$ cat src/rtl/cnn_layer_accel_wht_cfg_pkg.sv
// cnn_layer_accel_wht_cfg_pkg: shared types and constants for the weight table config loader.
package cnn_layer_accel_wht_cfg_pkg;
    typedef enum logic [1:0] {IDLE, ANNOUNCE, LOAD, DONE} state_e;
    localparam int C_DEF_IN_WIDTH = 64;
    localparam int C_WEIGHT_LANES = C_DEF_IN_WIDTH / 16;
    localparam int KERNEL_3x3_WORDS = 9;
    localparam int C_DEF_MAX_KERNELS = 64;
    localparam int C_REM_W = 11;
endpackage

$ cat src/rtl/cnn_layer_accel_wht_cfg_unpacker.sv
// cnn_layer_accel_wht_cfg_unpacker: holds one stream beat and presents its 16-bit lanes in order.
module cnn_layer_accel_wht_cfg_unpacker
    import cnn_layer_accel_wht_cfg_pkg::*;
#(
    parameter int C_IN_WIDTH = C_DEF_IN_WIDTH
) (
    input  logic                  clk,
    input  logic                  rst,
    input  logic                  enable_i,
    input  logic                  flush_i,
    input  logic                  valid_i,
    input  logic [C_IN_WIDTH-1:0] data_i,
    output logic                  ready_o,
    output logic                  lane_valid_o,
    output logic [15:0]           lane_data_o
);
    localparam int LANES = C_IN_WIDTH / 16;
    localparam int IW = (LANES > 1) ? $clog2(LANES) : 1;
    logic [C_IN_WIDTH-1:0] buf_q, buf_d;
    logic                  full_q, full_d;
    logic [IW-1:0]         idx_q, idx_d;
    logic                  last_lane, load;
    assign last_lane    = idx_q == IW'(LANES - 1);
    assign lane_valid_o = enable_i && full_q;
    assign lane_data_o  = buf_q[{idx_q, 4'b0000} +: 16];
    // A new beat may land in the same cycle the final lane is written, giving back-to-back writes.
    assign ready_o      = enable_i && !flush_i && (!full_q || last_lane);
    assign load         = valid_i && ready_o;
    always_comb begin
        buf_d  = buf_q;
        full_d = full_q;
        idx_d  = idx_q;
        if (flush_i || !enable_i) begin
            full_d = 1'b0;
            idx_d  = '0;
        end else if (load) begin
            buf_d  = data_i;
            full_d = 1'b1;
            idx_d  = '0;
        end else if (lane_valid_o) begin
            full_d = !last_lane;
            idx_d  = last_lane ? '0 : IW'(idx_q + 1'b1);
        end
    end
    always_ff @(posedge clk) begin
        if (rst) begin
            buf_q  <= '0;
            full_q <= 1'b0;
            idx_q  <= '0;
        end else begin
            buf_q  <= buf_d;
            full_q <= full_d;
            idx_q  <= idx_d;
        end
    end
endmodule

$ cat src/rtl/cnn_layer_accel_weight_config_loader.sv
// cnn_layer_accel_weight_config_loader: streams packed weights into the CE weight table config port.
// Define CNN_LAYER_ACCEL_WHT_CFG_CHECKSUM_EN to enable the per-job wht_cfg_checksum sum.
module cnn_layer_accel_weight_config_loader
    import cnn_layer_accel_wht_cfg_pkg::*;
#(
    parameter int C_KERNEL_WORDS = KERNEL_3x3_WORDS,
    parameter int C_IN_WIDTH     = C_DEF_IN_WIDTH,
    parameter int C_MAX_KERNELS  = C_DEF_MAX_KERNELS
) (
    input  logic                  clk,
    input  logic                  rst,
    input  logic                  cfg_start,
    input  logic [15:0]           cfg_num_kernels,
    input  logic                  wht_in_valid,
    output logic                  wht_in_ready,
    input  logic [C_IN_WIDTH-1:0] wht_in_data,
    output logic                  config_mode,
    output logic                  kernel_config_valid,
    output logic [15:0]           num_kernels,
    output logic                  wht_config_wren,
    output logic [15:0]           wht_config_data,
    output logic                  cfg_busy,
    output logic                  cfg_done,
    output logic                  cfg_error,
    output logic [15:0]           wht_cfg_checksum
);
    state_e               state_q, state_d;
    logic [C_REM_W-1:0]   rem_q, rem_d;
    logic [15:0]          num_q, num_d;
    logic                 err_q, err_d;
    logic                 in_load, fire, flush;
    logic [15:0]          lane_data;
    assign in_load = state_q == LOAD;
    assign flush   = fire && rem_q == C_REM_W'(1);
    cnn_layer_accel_wht_cfg_unpacker #(.C_IN_WIDTH(C_IN_WIDTH)) u_unpack (
        .clk          (clk),
        .rst          (rst),
        .enable_i     (in_load),
        .flush_i      (flush),
        .valid_i      (wht_in_valid),
        .data_i       (wht_in_data),
        .ready_o      (wht_in_ready),
        .lane_valid_o (fire),
        .lane_data_o  (lane_data)
    );
    always_comb begin
        state_d = state_q;
        rem_d   = rem_q;
        num_d   = num_q;
        err_d   = err_q;
        case (state_q)
            IDLE: if (cfg_start) begin
                if (cfg_num_kernels < 16'(C_MAX_KERNELS)) begin
                    num_d   = cfg_num_kernels;
                    err_d   = 1'b0;
                    state_d = ANNOUNCE;
                end else begin
                    err_d = 1'b1;
                end
            end
            ANNOUNCE: begin
                rem_d   = C_REM_W'((32'(num_q) + 32'd1) * 32'(C_KERNEL_WORDS));
                state_d = LOAD;
            end
            LOAD: if (fire) begin
                rem_d   = rem_q - 1'b1;
                state_d = flush ? DONE : LOAD;
            end
            DONE: state_d = IDLE;
        endcase
    end
    always_ff @(posedge clk) begin
        if (rst) begin
            state_q <= IDLE;
            rem_q   <= '0;
            num_q   <= '0;
            err_q   <= 1'b0;
        end else begin
            state_q <= state_d;
            rem_q   <= rem_d;
            num_q   <= num_d;
            err_q   <= err_d;
        end
    end
    assign config_mode         = state_q == ANNOUNCE || in_load;
    assign kernel_config_valid = state_q == ANNOUNCE;
    assign num_kernels         = num_q;
    assign wht_config_wren     = fire;
    assign wht_config_data     = fire ? lane_data : 16'h0000;
    assign cfg_busy            = state_q != IDLE;
    assign cfg_done            = state_q == DONE;
    assign cfg_error           = err_q;
`ifdef CNN_LAYER_ACCEL_WHT_CFG_CHECKSUM_EN
    logic [15:0] sum_q, sum_d;
    assign sum_d = (state_q == ANNOUNCE) ? 16'h0000 : fire ? sum_q + lane_data : sum_q;
    always_ff @(posedge clk) begin
        if (rst) sum_q <= 16'h0000;
        else     sum_q <= sum_d;
    end
    assign wht_cfg_checksum = sum_q;
`else
    assign wht_cfg_checksum = 16'h0000;
`endif
endmodule

$ cat config.mk
export PLATFORM = sky130hd
export DESIGN_NAME = cnn_layer_accel_weight_config_loader
export DESIGN_NICKNAME = d
export VERILOG_FILES = /design/src/rtl/cnn_layer_accel_wht_cfg_pkg.sv /design/src/rtl/cnn_layer_accel_wht_cfg_unpacker.sv /design/src/rtl/cnn_layer_accel_weight_config_loader.sv
export SDC_FILE = /design/constraint.sdc
export NUM_CORES = 1
export LEC_CHECK = 0
export CAP_MARGIN = 10
export CORE_MARGIN = 2
export CORE_UTILIZATION = 43
export DETAILED_ROUTE_END_ITERATION = 7
export PLACE_DENSITY = 0.76
export SYNTH_ARGS = -nofsm -noshare
export SYNTH_HDL_FRONTEND = slang
export SYNTH_SLANG_ARGS = --single-unit
$ cat constraint.sdc
create_clock -name clk -period 2.5 [get_ports clk]
set_input_delay 0.5 -clock clk [delete_from_list [all_inputs] [get_ports clk]]
set_output_delay 0.5 -clock clk [all_outputs]
set_load 0.1 [all_outputs]
After elaboration in Yosys (flattened, before gate mapping):

Index checks and enable logic that the tools add are counted.

* word-level logic and storage cells: 57
* register bits after elaboration: 97

* magnitude comparators: 1
* muxes and demuxes: 12
* equality and inequality tests: 8
* add/sub/neg operators: 3
* reduce and logical (&&, ||, !) cells: 23
* $mul: 1
* shift operators: 1
* bitwise logic cells: 1

Operators by type and width (number)
* indexed part select 64 x 7 -> 16 bit: 1
* one-hot mux 11 bit (2 select lines): 1
* adder 16 x 1 -> 17 bit, second input constant: 1
* multiplier 17 x 4 -> 11 bit, second input constant: 1
* < comparator 16 x 7 -> 1 bit, second input constant: 1
* two-way mux 16 bit: 1
* equality test 11 x 1 -> 1 bit, second input constant: 1
* two-way mux 11 bit: 1
* subtractor 11 x 1 -> 11 bit, second input constant: 1
* two-way mux 2 bit: 4
* one-hot mux 2 bit (4 select lines): 1
* equality test 2 bit, second input constant: 3
* AND reduction 2 bit: 3
* AND reduction 3 bit: 2
* nonzero test 2 bit: 3
* logical AND 1 bit: 5
* logical NOT 1 bit: 4
* two-way mux 1 bit: 4
* != test 2 bit, second input constant: 2
* logical OR 1 bit: 3
* OR reduction 3 bit: 1
* adder 2 x 1 -> 2 bit, second input constant: 1
* equality test 2 x 1 -> 1 bit, second input constant: 1
* logical NOT 2 bit: 1
* other kinds (3): 3

Longest topological paths before layout:

Gate-level depths: netlist of run 1.

* word-level depth: 8
* mapped depth: 12
* mapped depth without buffers: 12

Cells and area by module:

A second synthesis of run 1 with hierarchy kept.

* cell total of the unflattened synthesis: 578
* area, all modules: 5555.3 µm²

Modules (own cells, without submodules)
* cnn_layer_accel_wht_cfg_unpacker: times used 1, cells an instance 316, area an instance 3390.8 µm²
* cnn_layer_accel_weight_config_loader: times used 1, cells an instance 262, area an instance 2164.6 µm²

Worst setup path after synthesis of run 1:

Ideal clock, no wire load.

* path type: register to register
* start: register num_q[0] (netlist: num_kernels[0])
* end: register rem_q[10]
* arrival: 3.503 ns
* path slack: -1.131 ns
* setup time: 0.128 ns
* buffers on the path: 0
* required time: 2.372 ns
* stages on the path, launching flop included: 13
* clock period less this slack: 3.631 ns
* cells stage by stage: dfxtp_1 > ha_1 > nand3_1 > xnor2_1 > ha_1 > ha_1 > fa_1 > a21o_1 > a21oi_1 > o21ai_0 > xnor3_1 > a222oi_1 > nor2_1

* word-level cells in the longest chain between the ends: 3

Ends and longest elaborated chain
* start: declaration: RTL line cnn_layer_accel_weight_config_loader.sv:29 `logic [15:0] num_q, num_d;`
* start signal: assignment: RTL line cnn_layer_accel_weight_config_loader.sv:81 `num_q <= num_d;`
* adder 16 x 1 -> 17 bit: RTL line cnn_layer_accel_weight_config_loader.sv:62 `rem_d = C_REM_W'((32'(num_q) + 32'd1) * 32'(C_KERNEL_WORDS));`
* multiplier 17 x 4 -> 11 bit: RTL line cnn_layer_accel_weight_config_loader.sv:62
* one-hot mux 11 bit (2 select lines): RTL line cnn_layer_accel_weight_config_loader.sv:51 `case (state_q)`
* end signal: assignment: RTL line cnn_layer_accel_weight_config_loader.sv:80 `rem_q <= rem_d;`
* end: declaration: RTL line cnn_layer_accel_weight_config_loader.sv:28 `logic [C_REM_W-1:0] rem_q, rem_d;`

No other way between the ends.
A chain may end at the register's enable or synchronous reset.

Worst setup path after layout of run 1:

* start: register num_q[3] (netlist: num_kernels[3])
* end: register rem_q[10]

The elaborated chain is that of the path after synthesis.

==> report_table.html, run 1 <==
<table>
<tr><th>Metric</th><th>Value</th></tr>
<tr><th colspan="2">Outcome</th></tr>
<tr><td>Outcome</td><td>finished, violations left</td></tr>
<tr><td>Violated checks</td><td>negative setup slack</td></tr>
<tr><th colspan="2">Power and ir drop</th></tr>
<tr><td>VDD IR max</td><td>0.328 mV</td></tr>
<tr><td>Switching pwr</td><td>0.00113 W</td></tr>
<tr><td>Internal power summed over all cells</td><td>0.00224 W</td></tr>
<tr><td>Clock share of power</td><td>0.302</td></tr>
<tr><td>Part of the power in registers</td><td>0.480</td></tr>
<tr><td>Comb power frac</td><td>0.218</td></tr>
<tr><td>Leakage Power</td><td>2.73 nW</td></tr>
<tr><td>PwrDens</td><td>481 mW/mm²</td></tr>
<tr><td>Pwr Total</td><td>0.00337 W</td></tr>
<tr><td>Switching power share of the total</td><td>0.335</td></tr>
<tr><th colspan="2">Global routing</th></tr>
<tr><td>Global route total overflow</td><td>0</td></tr>
<tr><td>Wire length of the first global-routing pass</td><td>around 20 mm</td></tr>
<tr><td>Pin count of the biggest net entering global routing</td><td>40</td></tr>
<tr><td>Number of antenna violations at the first check in global routing</td><td>0</td></tr>
<tr><td>Via count of the first global-routing pass</td><td>between 4000 and 5000</td></tr>
<tr><td>Global-route total usage across every layer</td><td>0.206</td></tr>
<tr><th colspan="2">Placement</th></tr>
<tr><td>Estimated wirelength of the detail-placed design</td><td>8.81 mm</td></tr>
<tr><td>IO buf count</td><td>122</td></tr>
<tr><td>Number of placed instances with taps included</td><td>820</td></tr>
<tr><td>Weighted congestion reported at the end of routability-driven placement</td><td>just over 0.8</td></tr>
<tr><th colspan="2">Floorplan</th></tr>
<tr><td>Die boundary height</td><td>110 µm</td></tr>
<tr><td>Boundary pin count</td><td>139</td></tr>
<tr><td>Starting density of the core</td><td>0.442</td></tr>
<tr><td>Number of rows in the core area</td><td>38</td></tr>
<tr><td>Core Footprint</td><td>0.0108 mm²</td></tr>
<tr><td>Die X</td><td>110 µm</td></tr>
<tr><td>Die footprint</td><td>0.0120 mm²</td></tr>
<tr><th colspan="2">Clock tree</th></tr>
<tr><td>TritonCTS clock tree</td><td>yes</td></tr>
<tr><td>Num Clock Sinks</td><td>97</td></tr>
<tr><td>Clock tree root driver cell</td><td>sky130_fd_sc_hd__clkbuf_8</td></tr>
<tr><td>Worst-Skew Late Latency</td><td>380 ps</td></tr>
<tr><td>Max H-tree Level</td><td>3</td></tr>
<tr><td>Maximum clock path buffer count</td><td>2</td></tr>
<tr><td>Clock transition at the register clock pins on the worst setup and hold paths after CTS</td><td>110 ps</td></tr>
<tr><td>Number of CTS-inserted buffers</td><td>9</td></tr>
<tr><td>Cts hold-fix bufs</td><td>0</td></tr>
<tr><th colspan="2">Critical path</th></tr>
<tr><td>Endpoint of the worst-slack reg-to-reg timing path</td><td>rem_q[10]$_SDFFE_PP0P_</td></tr>
<tr><td>Critical path capture point type</td><td>register</td></tr>
<tr><td>Depth of the worst register-to-register path</td><td>13</td></tr>
<tr><td>Required time of the worst setup path</td><td>between 2000 and 3000 ps</td></tr>
<tr><td>Category of the critical setup timing path</td><td>register to register</td></tr>
<tr><td>Startpoint types</td><td>register</td></tr>
<tr><td>Reg-to-reg startpoint</td><td>num_kernels[3]$_SDFFE_PP0P_</td></tr>
<tr><td>Data arrival time at the worst-slack endpoint</td><td>2830 ps</td></tr>
<tr><td>Worst reg2reg setup slack</td><td>-60 ps</td></tr>
<tr><td>Crit-path max FO</td><td>4</td></tr>
<tr><th colspan="2">STA</th></tr>
<tr><td>Hold Vio Cnt, Final</td><td>0</td></tr>
<tr><td>Setup Viol. Count Final</td><td>1</td></tr>
<tr><td>Fin worst setup slack</td><td>-64.1 ps</td></tr>
<tr><td>Max frequency</td><td>390 MHz</td></tr>
<tr><td>Post-Route Skew</td><td>13.4 ps</td></tr>
<tr><td>Period utilization</td><td>1.03</td></tr>
<tr><td>Fin. max-slew vios</td><td>0</td></tr>
<tr><td>Worst Max-Slew Pin Slew</td><td>590 ps</td></tr>
<tr><td>Unrepaired setup endpoints after global routing</td><td>true</td></tr>
<tr><td>Slew headroom</td><td>0.607</td></tr>
<tr><td>Tmin final</td><td>around 2600 ps</td></tr>
<tr><td>Setup TNS</td><td>-64.1 ps</td></tr>
<tr><th colspan="2">Synth</th></tr>
<tr><td>Warnings from Yosys</td><td>0</td></tr>
<tr><td>Post-synthesis area per instance</td><td>8.55 µm²</td></tr>
<tr><td>Post-synthesis instance total</td><td>561</td></tr>
<tr><td>Commonest register cell after synthesis</td><td>sky130_fd_sc_hd__dfxtp_1</td></tr>
<tr><td>Proportion of synthesized chip area in sequential cells</td><td>0.405</td></tr>
<tr><td>Cell taking the most area after synthesis</td><td>sky130_fd_sc_hd__dfxtp_1</td></tr>
<tr><td>Post-synth EDFFs</td><td>0</td></tr>
<tr><td>Dominant cells by area after synthesis</td><td>sky130_fd_sc_hd__dfxtp_1 (40%), sky130_fd_sc_hd__nand2_1 (11%), sky130_fd_sc_hd__a21oi_1 (8.3%)</td></tr>
<tr><td>Library cells used by synthesis</td><td>47</td></tr>
<tr><td>Portion of synthesized cell area occupied by the leading cell type</td><td>0.405</td></tr>
<tr><td>Fraction of registers with async set/reset</td><td>0</td></tr>
<tr><td>Post-synthesis sequential element count</td><td>97</td></tr>
<tr><td>Netlist Area Pre-Place</td><td>0.00480 mm²</td></tr>
<tr><th colspan="2">Min path</th></tr>
<tr><td>Origin of the worst min-delay path</td><td>u_unpack.buf_q[28]$_SDFFE_PP0P_</td></tr>
<tr><td>Worst hold endpoint</td><td>u_unpack.buf_q[28]$_SDFFE_PP0P_</td></tr>
<tr><td>Cell count of the worst hold path</td><td>2</td></tr>
<tr><td>Hold crit path type</td><td>register to register</td></tr>
<tr><th colspan="2">Layout</th></tr>
<tr><td>Commonest cells after routing, fill and taps aside</td><td>sky130_fd_sc_hd__nand2_1 (142), sky130_fd_sc_hd__dfxtp_1 (84), sky130_fd_sc_hd__clkdlybuf4s50_1 (82), sky130_fd_sc_hd__a21oi_1 (77), sky130_fd_sc_hd__buf_4 (61)</td></tr>
<tr><td>Leading cell type in the layout, fill and taps excluded</td><td>sky130_fd_sc_hd__nand2_1</td></tr>
<tr><td>Number of antenna repair diodes</td><td>0</td></tr>
<tr><td>Post-route non-filler standard cell count</td><td>850</td></tr>
<tr><td>Area growth from synthesis to layout</td><td>46.3%</td></tr>
<tr><td>Proportion of layout cells with a drive suffix above 1</td><td>0.255</td></tr>
<tr><td>Final #Nets</td><td>812</td></tr>
<tr><th colspan="2">Route</th></tr>
<tr><td>Final wirelength</td><td>12.5 mm</td></tr>
<tr><td>First-pass DRT Iterations</td><td>5</td></tr>
<tr><td>Antenna Violating Nets Remaining</td><td>0</td></tr>
<tr><td>Avg Vias per Cell</td><td>5.21</td></tr>
<tr><td>Drt drc</td><td>0</td></tr>
<tr><td>Number of vias after detailed routing</td><td>4428</td></tr>
<tr><td>Number of design-rule violations left by the first detailed-router iteration</td><td>about 180</td></tr>
<tr><td>Routed len/inst</td><td>between 10 and 15 µm</td></tr>
<tr><th colspan="2">Job</th></tr>
<tr><td>Count of maximum capacitance violations</td><td>0</td></tr>
</table>
-- Yosys cell counts, types with 7 or more instances --
cell                         n
sky130_fd_sc_hd__mux4_2     16
sky130_fd_sc_hd__buf_4      16
sky130_fd_sc_hd__nand2_1   143
sky130_fd_sc_hd__buf_2      12
sky130_fd_sc_hd__o21ai_0     7
sky130_fd_sc_hd__dfxtp_1    97
sky130_fd_sc_hd__clkbuf_1   18
sky130_fd_sc_hd__inv_1      11
sky130_fd_sc_hd__nor2_1     24
sky130_fd_sc_hd__xor2_1      9
sky130_fd_sc_hd__mux2i_1     7
sky130_fd_sc_hd__a21oi_1    80
sky130_fd_sc_hd__ha_1       22
sky130_fd_sc_hd__nor3_1     11
sky130_fd_sc_hd__and2_1     26
sky130_fd_sc_hd__nand3_1     8
-- worst max-delay path by stage --
stage / from / end / depth (start not counted) / slack, ps
3_3_place_gp: num_kernels[1]$_SDFFE_PP0P_ / rem_q[10]$_SDFFE_PP0P_ / 12 / -60
4_1_cts: num_kernels[0]$_SDFFE_PP0P_ / rem_q[10]$_SDFFE_PP0P_ / 11 / -80
2_1_floorplan: num_kernels[0]$_SDFFE_PP0P_ / rem_q[10]$_SDFFE_PP0P_ / 12 / -300
6_report: num_kernels[3]$_SDFFE_PP0P_ / rem_q[10]$_SDFFE_PP0P_ / 13 / -60
3_5_place_dp: num_kernels[1]$_SDFFE_PP0P_ / rem_q[10]$_SDFFE_PP0P_ / 12 / -130
5_1_grt: num_kernels[3]$_SDFFE_PP0P_ / rem_q[10]$_SDFFE_PP0P_ / 13 / -220
-- critical path, cell delays in order, from the launching register on --
cell,delay (ps)
sky130_fd_sc_hd__dfxtp_4,400
sky130_fd_sc_hd__nand3_4,120
sky130_fd_sc_hd__nor2_4,150
sky130_fd_sc_hd__xor2_2,220
sky130_fd_sc_hd__buf_4,150
sky130_fd_sc_hd__buf_4,90
sky130_fd_sc_hd__buf_4,90
sky130_fd_sc_hd__ha_1,210
sky130_fd_sc_hd__ha_1,290
sky130_fd_sc_hd__nand2_1,50
sky130_fd_sc_hd__o21ai_1,150
sky130_fd_sc_hd__xnor3_1,240
sky130_fd_sc_hd__a222oi_1,220
sky130_fd_sc_hd__nor2_1,80
-- metal layers --
metal / GRT usage / up-vias / wire length (µm)
met3: 0.0451 / 21 / 949
met1: 0.253 / 2063 / 5140
li1: - / 2166 / -
met2: 0.360 / 178 / 6140
met5: 0 / - / 0
met4: 0.0651 / 0 / 228
-- cell type report --
| class | count | area (µm²) |
|---|---|---|
| inverters | 11 | 41.3 |
| fillers | 882 | 3830 |
| clock buffers | 9 | 124 |
| multi-input cells | 419 | 2900 |
| flip-flops and latches | 97 | 1970 |
| clock inverters | 7 | 68.8 |
| repair buffers | 167 | 1740 |
| well taps | 140 | 175 |
-- power by group through the flow --
stage | clock network (W) | logic [W] | registers [W]
final | 0.00102 | 0.000737 | 0.00162
after global routing | 0.00110 | 0.000786 | 0.00163
after CTS | 0.00104 | 0.000723 | 0.00162
after detailed placement | 0 | 0.000715 | 0.00165
after global placement | 0 | 0.000704 | 0.00165
after floorplan | 0 | 0.000487 | 0.00166
-- sequential cells by signal (all words and copies together) (netlist names) --
signal           cells
num_kernels         16
cfg_error            1
state_q              2
u_unpack.buf_q      64
u_unpack.full_q      1
rem_q               11
u_unpack.idx_q       2
-- logic make-up (layout without fill, tap and decap cells) --
| logic type | count (synthesis) | after routing | share of synthesized area |
|---|---|---|---|
| flip-flops | 97 | 97 | 0.405 |
| other | 1 | 16 | 0.000782 |
| AND/OR/NAND/NOR | 233 | 233 | 0.216 |
| XOR/XNOR | 16 | 16 | 0.0321 |
| adder cells (fa/ha/maj) | 23 | 23 | 0.0616 |
| AO/OA/AOI/OAI | 108 | 108 | 0.129 |
| multiplexers | 23 | 23 | 0.0897 |
| buffers and inverters | 60 | 194 | 0.0657 |
-- metrics by stage --
step | utilization | worst slack, ps | hold slack (ps) | instance area [µm²]
finish | 0.647 | -64.1 | 458 | 7010
global route | 0.647 | -219 | 480 | 7010
CTS | 0.625 | -75.1 | 460 | 6770
detailed placement | 0.597 | -132 | 446 | 6480
global placement | 0.597 | -58.6 | 440 | 6480
floorplan | - | -302 | 433 | 4950
-- repair_timing --
item / CTS / global route
cloned: 0 / 0
setup buffers: 6 / 9
pin swaps: 17 / 12
gates resized for setup: 11 / 26
setup endpoints to repair: 21 / 5
endpoints found under the hold margin: 0 / 0
Power figures use the tool's default switching activity.
==> inputs of run 2 (changes only) <==
CAP_MARGIN = 25   (was 10)
CTS_CLUSTER_SIZE = 8   (was not set)
==> results of run 2 <==
The final DEF is identical to that of run 1; final timing and power are the same.
==> inputs of run 3 (changes only) <==
RECOVER_POWER = 25   (was not set)
==> report_table.html, run 3 (synthesis gave the netlist of run 1 again) <==
<table>
<tr><th>Metric</th><th>Value</th></tr>
<tr><th colspan="2">Critical path</th></tr>
<tr><td>Category of the critical setup timing path</td><td>register to register</td></tr>
<tr><td>Startpoint types</td><td>register</td></tr>
<tr><td>Critical path launch point</td><td>num_kernels[3]$_SDFFE_PP0P_</td></tr>
<tr><td>Critical path capture point type</td><td>register</td></tr>
<tr><td>Data arrival time at the worst-slack endpoint</td><td>2820 ps (about the same)</td></tr>
<tr><td>Required time of the worst setup path</td><td>2760 ps (about the same)</td></tr>
<tr><td>Crit-path max FO</td><td>4 (unchanged)</td></tr>
<tr><td>Reg-to-reg startpoint</td><td>num_kernels[3]$_SDFFE_PP0P_</td></tr>
<tr><th colspan="2">Clock tree</th></tr>
<tr><td>TritonCTS clock tree</td><td>yes</td></tr>
<tr><td>Cts hold-fix bufs</td><td>0 (unchanged)</td></tr>
<tr><td>Number of CTS-inserted buffers</td><td>9 (unchanged)</td></tr>
<tr><td>Max H-tree Level</td><td>3 (unchanged)</td></tr>
<tr><td>Worst-Skew Late Latency</td><td>380 ps (about the same)</td></tr>
<tr><td>Clock tree root driver cell</td><td>sky130_fd_sc_hd__clkbuf_8</td></tr>
<tr><td>Clock transition at the register clock pins on the worst setup and hold paths after CTS</td><td>100 ps (about the same)</td></tr>
<tr><td>Num Clock Sinks</td><td>97 (unchanged)</td></tr>
<tr><td>Maximum clock path buffer count</td><td>2 (unchanged)</td></tr>
<tr><th colspan="2">Layout</th></tr>
<tr><td>Design area</td><td>0.00698 mm² (-0.43%)</td></tr>
<tr><td>Max reg flops</td><td>64 (unchanged)</td></tr>
<tr><td>Proportion of layout cells with a drive suffix above 1</td><td>0.244 (-0.0113)</td></tr>
<tr><td>Area growth from synthesis to layout</td><td>45.6%</td></tr>
<tr><td>Final #Nets</td><td>812 (unchanged)</td></tr>
<tr><td>Number of antenna repair diodes</td><td>0 (unchanged)</td></tr>
<tr><td>Final core occ</td><td>0.644 (-0.00277)</td></tr>
<tr><td>Leading cell type in the layout, fill and taps excluded</td><td>sky130_fd_sc_hd__nand2_1</td></tr>
<tr><td>Largest register by flop count</td><td>u_unpack.buf_q</td></tr>
<tr><td>Commonest cells after routing, fill and taps aside</td><td>sky130_fd_sc_hd__nand2_1 (142), sky130_fd_sc_hd__dfxtp_1 (84), sky130_fd_sc_hd__clkdlybuf4s50_1 (82), sky130_fd_sc_hd__a21oi_1 (77), sky130_fd_sc_hd__buf_4 (53)</td></tr>
<tr><th colspan="2">Global routing</th></tr>
<tr><td>Via count of the first global-routing pass</td><td>4262 (unchanged)</td></tr>
<tr><td>Pin count of the biggest net entering global routing</td><td>40 (unchanged)</td></tr>
<tr><td>Global-route total usage across every layer</td><td>0.206 (unchanged)</td></tr>
<tr><td>Wire length of the first global-routing pass</td><td>19.7 mm (unchanged)</td></tr>
<tr><td>Global route total overflow</td><td>0 (unchanged)</td></tr>
<tr><td>Number of antenna violations at the first check in global routing</td><td>0 (unchanged)</td></tr>
<tr><th colspan="2">Floorplan</th></tr>
<tr><td>Die X</td><td>110 µm (unchanged)</td></tr>
<tr><td>Die footprint</td><td>0.0120 mm² (unchanged)</td></tr>
<tr><td>Boundary pin count</td><td>139 (unchanged)</td></tr>
<tr><td>Core Footprint</td><td>0.0108 mm² (unchanged)</td></tr>
<tr><td>Number of rows in the core area</td><td>38 (unchanged)</td></tr>
<tr><td>Starting density of the core</td><td>0.442 (unchanged)</td></tr>
<tr><td>Die boundary height</td><td>110 µm (unchanged)</td></tr>
<tr><th colspan="2">Power and ir drop</th></tr>
<tr><td>Leakage Power</td><td>2.70 nW (-1.2%)</td></tr>
<tr><td>VDD IR max</td><td>0.321 mV (-2.2%)</td></tr>
<tr><td>Pwr Total</td><td>0.00337 W (-0.18%)</td></tr>
<tr><td>PwrDens</td><td>482 mW/mm² (+0.25%)</td></tr>
<tr><th colspan="2">STA</th></tr>
<tr><td>Period utilization</td><td>1.03 (about the same)</td></tr>
<tr><td>Setup Viol. Count Final</td><td>1 (unchanged)</td></tr>
<tr><td>Fin. max-slew vios</td><td>0 (unchanged)</td></tr>
<tr><td>Post-Route Skew</td><td>13.3 ps (-0.126 ps)</td></tr>
<tr><td>Max frequency</td><td>390 MHz (about the same)</td></tr>
<tr><td>Fin worst setup slack</td><td>-63.0 ps (+1.15 ps)</td></tr>
<tr><td>Worst Max-Slew Pin Slew</td><td>1180 ps (+592 ps)</td></tr>
<tr><td>Unrepaired setup endpoints after global routing</td><td>true</td></tr>
<tr><td>Tmin final</td><td>2560 ps (-1.15 ps)</td></tr>
<tr><td>Slew headroom</td><td>0.215 (-0.391)</td></tr>
<tr><td>Hold Vio Cnt, Final</td><td>0 (unchanged)</td></tr>
<tr><th colspan="2">Placement</th></tr>
<tr><td>Estimated wirelength of the detail-placed design</td><td>8.81 mm (unchanged)</td></tr>
<tr><td>Weighted congestion reported at the end of routability-driven placement</td><td>0.808 (unchanged)</td></tr>
<tr><td>IO buf count</td><td>122 (unchanged)</td></tr>
<tr><td>Post-placement cell area</td><td>0.00648 mm² (unchanged)</td></tr>
<tr><th colspan="2">Min path</th></tr>
<tr><td>Origin of the worst min-delay path</td><td>u_unpack.buf_q[28]$_SDFFE_PP0P_</td></tr>
<tr><td>Hold crit path type</td><td>register to register</td></tr>
<tr><th colspan="2">Route</th></tr>
<tr><td>Number of vias after detailed routing</td><td>4416 (-0.27%)</td></tr>
<tr><td>Final wirelength</td><td>12.5 mm (unchanged)</td></tr>
<tr><td>Avg Vias per Cell</td><td>5.20 (-0.27%)</td></tr>
<tr><td>Number of design-rule violations left by the first detailed-router iteration</td><td>174 (-5.4%)</td></tr>
<tr><td>Routed len/inst</td><td>14.7 µm (unchanged)</td></tr>
<tr><td>Antenna Violating Nets Remaining</td><td>0 (unchanged)</td></tr>
<tr><td>Drt drc</td><td>0 (unchanged)</td></tr>
<tr><td>First-pass DRT Iterations</td><td>4 (-1)</td></tr>
<tr><th colspan="2">Outcome</th></tr>
<tr><td>Outcome</td><td>finished, violations left</td></tr>
<tr><td>Violated checks</td><td>negative setup slack</td></tr>
<tr><th colspan="2">Job</th></tr>
<tr><td>Count of maximum capacitance violations</td><td>0 (unchanged)</td></tr>
</table>
-- run 3: changes by cell type in the layout (fill, tap and decap cells not counted), sizes merged --
cell / change
buf: -8
clkbuf: +8
-- run 3: worst paths after layout --
check	to	cells past startpoint	slack [ps]
setup reg to reg	rem_q[10]$_SDFFE_PP0P_	13	-60
hold reg to reg	u_unpack.buf_q[28]$_SDFFE_PP0P_	2	460
setup / recovery	rem_q[10]$_SDFFE_PP0P_	13	-60
hold / removal	u_unpack.buf_q[28]$_SDFFE_PP0P_	2	460
-- run 3: through the flow --
step,setup slack (ps),TNS (ps),hold WS (ps),instances
detailed placement,-132,-266,446,820
global route,-219,-385,480,850
floorplan,-302,-714,433,576
global placement,-58.6,-68.0,440,820
finish,-63.0,-63.0,458,850
CTS,-75.1,-84.1,460,842
-- run 3: worst max-delay path: stages, from the launching register on --
cell and delay (ps):
sky130_fd_sc_hd__dfxtp_4 400, sky130_fd_sc_hd__nand3_4 120, sky130_fd_sc_hd__nor2_4 150, sky130_fd_sc_hd__xor2_2 220
sky130_fd_sc_hd__buf_4 150, sky130_fd_sc_hd__buf_4 90, sky130_fd_sc_hd__buf_4 90, sky130_fd_sc_hd__ha_1 210
sky130_fd_sc_hd__ha_1 290, sky130_fd_sc_hd__nand2_1 50, sky130_fd_sc_hd__o21ai_1 150, sky130_fd_sc_hd__xnor3_1 230
sky130_fd_sc_hd__a222oi_1 220, sky130_fd_sc_hd__nor2_1 80
-- run 3: per-layer routing --
metal | global-route usage | vias up | part of all wire
met1 | 0.253 | 2062 | 0.42
li1 | - | 2165 | -
met2 | 0.360 | 167 | 0.49
met3 | 0.0451 | 22 | 0.073
met4 | 0.0651 | 0 | 0.020
met5 | 0 | - | 0
-- run 3: repair_timing --
item,CTS,global route
setup endpoints to repair,21,5
gates resized for setup,11,26
pin swaps,17,12
setup buffers,6,9
-- run 3: layout make-up --
| class | instances | area (µm²) |
|---|---|---|
| inverters | 11 | 41.3 |
| clock buffers | 9 | 124 |
| repair buffers | 167 | 1710 |
| fillers | 896 | 3860 |
| flip-flops and latches | 97 | 1970 |
| well taps | 140 | 175 |
| multi-input cells | 419 | 2900 |
| clock inverters | 7 | 68.8 |
-- run 3: report_power, final --
part	total (W)	internal, W	switching [W]
combinational	0.000735	0.000265	0.000470
sequential	0.00162	0.00158	0.0000383
clock	0.00101	0.000394	0.000619
total	0.00337	0.00224	0.00113
